--- src/rtl/sdram_port_arbiter.sv ---
// Two-port arbiter/sequencer sharing one SDRAM controller host port between a display reader and a host writer.
// Define ARB_ROUND_ROBIN_EN for round-robin arbitration; otherwise reads have fixed priority over writes.
`timescale 1ns/1ps
module sdram_port_arbiter #(
  parameter int HADDR_WIDTH = 22
) (
  input  logic                   clk,
  input  logic                   rst,
  input  logic                   rd_req,
  input  logic [HADDR_WIDTH-1:0] rd_addr,
  output logic [15:0]            rd_data,
  output logic                   rd_valid,
  output logic                   rd_ack,
  input  logic                   wr_req,
  input  logic [HADDR_WIDTH-1:0] wr_addr,
  input  logic [15:0]            wr_data,
  output logic                   wr_ack,
  output logic [HADDR_WIDTH-1:0] ctl_rd_addr,
  output logic [HADDR_WIDTH-1:0] ctl_wr_addr,
  output logic [15:0]            ctl_wr_data,
  output logic                   ctl_rd_enable,
  output logic                   ctl_wr_enable,
  output logic                   ctl_rd_ready,
  input  logic [15:0]            ctl_rd_data,
  input  logic                   ctl_wr_addr_inc,
  input  logic                   ctl_busy
);

  typedef enum logic [2:0] {IDLE, ISSUE, BUSY, DRAIN, ROTATE} state_t;

  state_t     state;
  logic       owner_wr;
  logic [1:0] drain_cnt;
  logic       grant_rd;
  logic       grant_wr;

`ifdef ARB_ROUND_ROBIN_EN
  logic last_wr;

  // Contention goes to whichever client was not served last.
  always_comb begin
    grant_rd = 1'b0;
    grant_wr = 1'b0;
    if (rd_req && wr_req) begin
      grant_rd = last_wr;
      grant_wr = !last_wr;
    end else begin
      grant_rd = rd_req;
      grant_wr = wr_req;
    end
  end

  always_ff @(posedge clk) begin
    if (rst)
      last_wr <= 1'b1;
    else if (state == IDLE && !ctl_busy && (grant_rd || grant_wr))
      last_wr <= grant_wr;
  end
`else
  always_comb begin
    grant_rd = rd_req;
    grant_wr = wr_req && !rd_req;
  end
`endif

  assign wr_ack = ctl_wr_addr_inc && owner_wr && (state == ISSUE || state == BUSY);

  always_ff @(posedge clk) begin
    if (rst) begin
      state         <= IDLE;
      owner_wr      <= 1'b0;
      drain_cnt     <= 2'd0;
      rd_data       <= '0;
      rd_valid      <= 1'b0;
      rd_ack        <= 1'b0;
      ctl_rd_addr   <= '0;
      ctl_wr_addr   <= '0;
      ctl_wr_data   <= '0;
      ctl_rd_enable <= 1'b0;
      ctl_wr_enable <= 1'b0;
      ctl_rd_ready  <= 1'b0;
    end else begin
      rd_valid <= 1'b0;
      rd_ack   <= 1'b0;
      case (state)
        IDLE: begin
          if (!ctl_busy && (grant_rd || grant_wr)) begin
            owner_wr <= grant_wr;
            if (grant_wr) begin
              ctl_wr_addr   <= wr_addr;
              ctl_wr_data   <= wr_data;
              ctl_wr_enable <= 1'b1;
            end else begin
              ctl_rd_addr   <= rd_addr;
              ctl_rd_enable <= 1'b1;
            end
            state <= ISSUE;
          end
        end
        // The enable stays up across a refresh so the controller picks it up once idle again.
        ISSUE: begin
          if (ctl_busy) begin
            ctl_rd_enable <= 1'b0;
            ctl_wr_enable <= 1'b0;
            state         <= BUSY;
          end
        end
        BUSY: begin
          if (!ctl_busy) begin
            if (owner_wr) begin
              state <= IDLE;
            end else begin
              drain_cnt <= 2'd0;
              state     <= DRAIN;
            end
          end
        end
        // Each posedge captures the current head word; the strobe shifts at the following negedge.
        DRAIN: begin
          rd_data      <= ctl_rd_data;
          rd_valid     <= 1'b1;
          ctl_rd_ready <= 1'b1;
          drain_cnt    <= drain_cnt + 2'd1;
          if (drain_cnt == 2'd3) begin
            rd_ack <= 1'b1;
            state  <= ROTATE;
          end
        end
        ROTATE: begin
          ctl_rd_ready <= 1'b0;
          state        <= IDLE;
        end
        default: state <= IDLE;
      endcase
    end
  end

endmodule

--- config.mk ---
export PLATFORM = sky130hd
export DESIGN_NAME = sdram_port_arbiter
export DESIGN_NICKNAME = d
export VERILOG_FILES = /design/src/rtl/sdram_port_arbiter.sv
export SDC_FILE = /design/constraint.sdc
export NUM_CORES = 1
export LEC_CHECK = 0
export CORE_MARGIN = 3
export CORE_UTILIZATION = 42
export DETAILED_ROUTE_END_ITERATION = 8
export GPL_TIMING_DRIVEN = 0
export PLACE_DENSITY_LB_ADDON = 0.05
export SLEW_MARGIN = 20
export SYNTH_ARGS = -nofsm -noshare
export SYNTH_HDL_FRONTEND = slang
export SYNTH_SLANG_ARGS = --single-unit
--- constraint.sdc ---
create_clock -name clk -period 2.5 [get_ports clk]
set_clock_uncertainty 0.1 [all_clocks]
set_input_delay 0.5 -clock clk [delete_from_list [all_inputs] [get_ports clk]]
set_output_delay 0.5 -clock clk [all_outputs]
set_load 0.005 [all_outputs]
After elaboration in Yosys (flattened, before gate mapping)
Index checks and enable logic that the tools add are counted.
{"block": "classes", "n_addsub": 1, "mul": 0, "div": 0, "order_cmp": 0, "n_eq_ne": 12, "shift": 0, "n_mux": 19, "bitwise_logic": 2, "n_reduce_logical": 20}
{"op": "2-bit != test (second input constant)", "count": 7}
{"op": "3-bit 2-to-1 mux", "count": 4}
{"op": "3-bit case mux with 4 select lines", "count": 1}
{"op": "4-bit AND reduction", "count": 3}
{"op": "3-bit AND reduction", "count": 3}
{"op": "1-bit 2-to-1 mux", "count": 7}
{"op": "3-bit by 2-bit equality test with 1-bit output (second input constant)", "count": 2}
{"op": "2-bit 2-to-1 mux", "count": 3}
{"op": "1-bit case mux with 2 select lines", "count": 3}
{"op": "2-bit nonzero test", "count": 3}
{"op": "1-bit logical AND", "count": 4}
{"op": "2-bit case mux with 2 select lines", "count": 1}
{"op": "3-bit by 1-bit equality test with 1-bit output (second input constant)", "count": 1}
{"op": "3-bit equality test (second input constant)", "count": 1}
{"op": "3-bit zero test", "count": 1}
{"op": "2-bit by 1-bit adder with 2-bit output (second input constant)", "count": 1}
{"op": "2-bit equality test (second input constant)", "count": 1}
{"op": "1-bit zero test", "count": 2}
{"op": "1-bit logical OR", "count": 2}
{"op": "1-bit inverter", "count": 2}
{"op": "2-bit AND reduction", "count": 1}
{"op": "2-bit OR reduction", "count": 1}
{"block": "totals", "reg_bits": 87, "latchBits": 0, "mem_bits_rw": 0, "rom_bits": 0, "input_bits": 82, "output_inout_bits": 82, "wordCells": 66, "mem_count": 0}

Depth between registers and ports, before layout
{"block": "logic_depth", "word_depth": 6, "depth_mapped": 7, "ltp_nobuf": 5}

Worst setup path before layout
OpenSTA, ideal clock, no wires.
{"block": "synth_timing", "path_kind": "input port to flip-flop", "start": "in ctl_busy", "end": "reg ctl_wr_addr[19]", "setup_ps": 131, "arrival_ps": 1476, "t_required_ps": 2269, "slack_ps": 793, "path_stages": 7, "n_path_buf": 3, "cell_sequence": "clkbuf_1 > nor4_4 > nand3b_1 > buf_2 > buf_2 > nand2_1 > a21oi_2"}
{"block": "synth_via", "elab_chain_cells": 3}
{"item": "start, declared", "line_no": "26", "text": "input logic ctl_busy"}
{"item": "1-bit zero test"}
{"item": "1-bit logical AND", "line_no": "87", "text": "if (!ctl_busy && (grant_rd || grant_wr)) begin"}
{"item": "3-bit AND reduction (no source line)"}
{"item": "end signal, assigned", "line_no": "90", "text": "ctl_wr_addr <= wr_addr;"}
{"item": "end, declared", "line_no": "19", "text": "output logic [HADDR_WIDTH-1:0] ctl_wr_addr,"}
Every way passes these cells.
A chain may end at the register's enable or synchronous reset.

Final worst setup path
{"block": "layout_timing", "start": "reg state[0]", "end": "out wr_ack"}
{"block": "layout_via", "elab_chain_cells": 3, "elab_cells_between_ends": 4, "classes_between": "eq/ne: 2; reduce/logical: 2"}
{"item": "start, declared", "line_no": "31", "text": "state_t state;"}
{"item": "start signal, assigned", "line_no": "70", "text": "state <= IDLE;"}
{"item": "start signal, assigned", "line_no": "97", "text": "state <= ISSUE;"}
{"item": "start signal, assigned", "line_no": "105", "text": "state <= BUSY;"}
{"item": "3-bit by 1-bit equality test with 1-bit output / 3-bit by 2-bit equality test with 1-bit output (equally long branches)", "line_no": "66", "text": "assign wr_ack = ctl_wr_addr_inc && owner_wr && (state == ISSUE || state == BUSY);"}
{"item": "1-bit logical OR *", "line_no": "66"}
{"item": "1-bit logical AND *", "line_no": "66"}
{"item": "end, declared", "line_no": "17", "text": "output logic wr_ack,"}
Mark *: on every way between the ends. The rest lies on a longest branch, timed or not.

==> metrics.cfg <==
[routing]
drcViolationCount=0
antenna_left=0
wire_per_inst_um=13.5
drt_iter0_drc=80
via_count=3163
wl_um=8990
via_per_inst=4.74
first_pass_iters=6

[clocking]
root_buffer=clkbuf_8
cts_buffers=9
clk_pin_slew_ns=0.08
insertion_delay_ns=0.34
clockBufferDepth=2
clock_sinks=87
h-tree-depth=3
cts_tree=built
post_cts_buffers=0

[floorplanning]
core_area_um2=7290
die_area_um2=8610
rows=31
io_pins=164
die_h_um=92.8
initial_utilization=0.434
die_x_um=92.8

[synth]
ys.warnings.count=0
syn_avg_cell_area_um2=8.05
async_flop_share=0
ys_seq_area_frac=0.550
syn-num-nets=476
syn_inst=393
synth_seq_cells=87
synth.cell_area_um2=3170
ys.flop_type=dfxtp_1
synth_edf_count=0
synthDistinctLibCells=35

[critical_path]
cp_cell_sequence=buf_2 > xnor2_1 > nor3_1 > clkdlybuf4s50_1
path_max_fanout=17
cp_slowest_cell=clkdlybuf4s50_1
crit_arrival_ns=1.78
rr_endpoint=ctl_wr_data[0]
r2r_setup_slack_ns=0.67
required_ns=1.90
cp-end-kind=primary output
worstReg2RegStart=state[0]
max_stage_delay_ns=0.54
critPathTopFamily=buffers and inverters
critPathBufInv=2
cp-start-kind=flip-flop
critPathKind=reg -> out
worst_r2r_path_depth=7

[final_layout]
n_antenna_cell=0
drive_gt1_frac=0.0598
final_common_cell=clkdlybuf4s50_1
final_area_um2=5120
mostFrequentLayoutCells=clkdlybuf4s50_1, nand2_1, dfxtp_1
fin_nets=648
area_growth_pct=61.7

[place]
dp_hpwl_um=6820
dpl_cell_area_um2=4910
pre_cts_slack_ns=0.224
place_congestion=0.679
portBuffers=162

[timing]
setup_viol=0
hold_viol=0
max_freq_mhz=420
fin_tns_setup_ns=0
drv_slew=0
setup_ws_ns=0.120
period_needed_ns=2.38
worstMarginPinSlew_ns=0.493
min_period_over_period=0.952
relSlewSlack=0.671
grt_setup_unrepaired=no

[global_route]
overflow=0
first_global_vias=3056
grt_max_degree=18
track_usage=0.209
grt_pass1_wl_um=14400
antenna_found_initial=0

[min_path]
timing.hold.worst_endpoint=ctl_wr_addr[16]
min_from=ctl_wr_addr[16]
whs_path_depth=2
hold_class=reg -> reg

[power]
p_per_area_nw_per_um2=666
vdd_drop_max_mv=0.407
power_w=0.00341
p_leak_nw=1.81

[job]
cap_viol_max_count=0

[outcome]
outcome=finished, final reports clean

[routing by layer]
layer	global-route usage	up-vias	wire length, um
met5	0	-	0
met4	0.0733	0	127
met3	0.0650	9	772
met2	0.353	102	4390
met1	0.251	1428	3690
li1	-	1624	-
[cells in the mapped netlist, types with 2 or more instances]
library cell,number,area (um2)
a21oi_1,78,390
a21oi_2,2,17.5
and2_1,2,12.5
and3_1,2,12.5
buf_2,10,50.1
buf_4,3,22.5
clkbuf_1,14,52.6
dfxtp_1,87,1740
inv_1,2,7.51
nand2_1,157,589
nor2_1,9,33.8
nor3_1,2,10.0
o21ai_0,3,15.0
[timing repair]
action                     in CTS  in global routing
setup endpoints to repair       1                  0
resized for setup               0                  0
hold buffers                    0                  0
[worst max path at each step]
stage                                 end  cells past startpoint  slack (ns)             from
final                              wr_ack                      4        0.12         state[0]
after global routing               wr_ack                      4        0.02         state[0]
after CTS                          wr_ack                      4        0.10         state[0]
after detailed placement           wr_ack                      4        0.22  ctl_wr_addr_inc
after global placement             wr_ack                      4        0.23  ctl_wr_addr_inc
after floorplan           ctl_wr_addr[19]                      7        0.79         ctl_busy
[worst reg2reg max path, cell delays in order, from the launching register on]
cell and delay (ns):
dfxtp_1 0.30, buf_2 0.22, nor4_4 0.38, nand3b_1 0.13, buf_2 0.20, buf_2 0.21, nand2_1 0.09, a21oi_1 0.06
[metrics by stage]
stage / hold WS, ns / std cells / util
after floorplan: 0.353 / 393 / -
after global placement: 0.341 / 654 / 0.673
after detailed placement: 0.346 / 654 / 0.673
after CTS: 0.356 / 668 / 0.702
after global routing: 0.375 / 668 / 0.702
final: 0.355 / 668 / 0.702
[flip-flops by register name (all words and copies together), names as in the netlist]
register	flops
rd_valid	1
ctl_rd_addr	22
drain_cnt	2
owner_wr	1
ctl_rd_ready	1
ctl_rd_enable	1
rd_data	16
rd_ack	1
ctl_wr_enable	1
state	3
ctl_wr_addr	22
ctl_wr_data	16
[area by class of cell]
type                       instances  area [um2]
multi-input combinational        275        1260
timing repair buffer             162        1620
clock buffer                      11         141
fill                             618        2170
buffer                            28         146
tap                               99         124
inverter                           2        7.51
sequential                        87        1740
clock inverter                     4        70.1
[logic make-up (layout without fill, tap and decap cells)]
group           Yosys count  in the layout  share of synthesized area
compound gates           93             93                      0.160
mux                       1              1                    0.00316
simple gates            179            179                      0.229
buf+inv                  31            207                     0.0502
xor+xnor                  1              1                    0.00277
flops                    87             87                      0.550
fa+ha+maj                 1              1                    0.00395
[report_power, final]
group,switching (W),internal (W),leakage [nW]
clock network,0.000471,0.000582,0.109
logic,0.000370,0.000435,0.991
registers,0.0000551,0.00150,0.706
total,0.000895,0.00251,1.81
No activity file was read; power rests on OpenSTA's default activity.
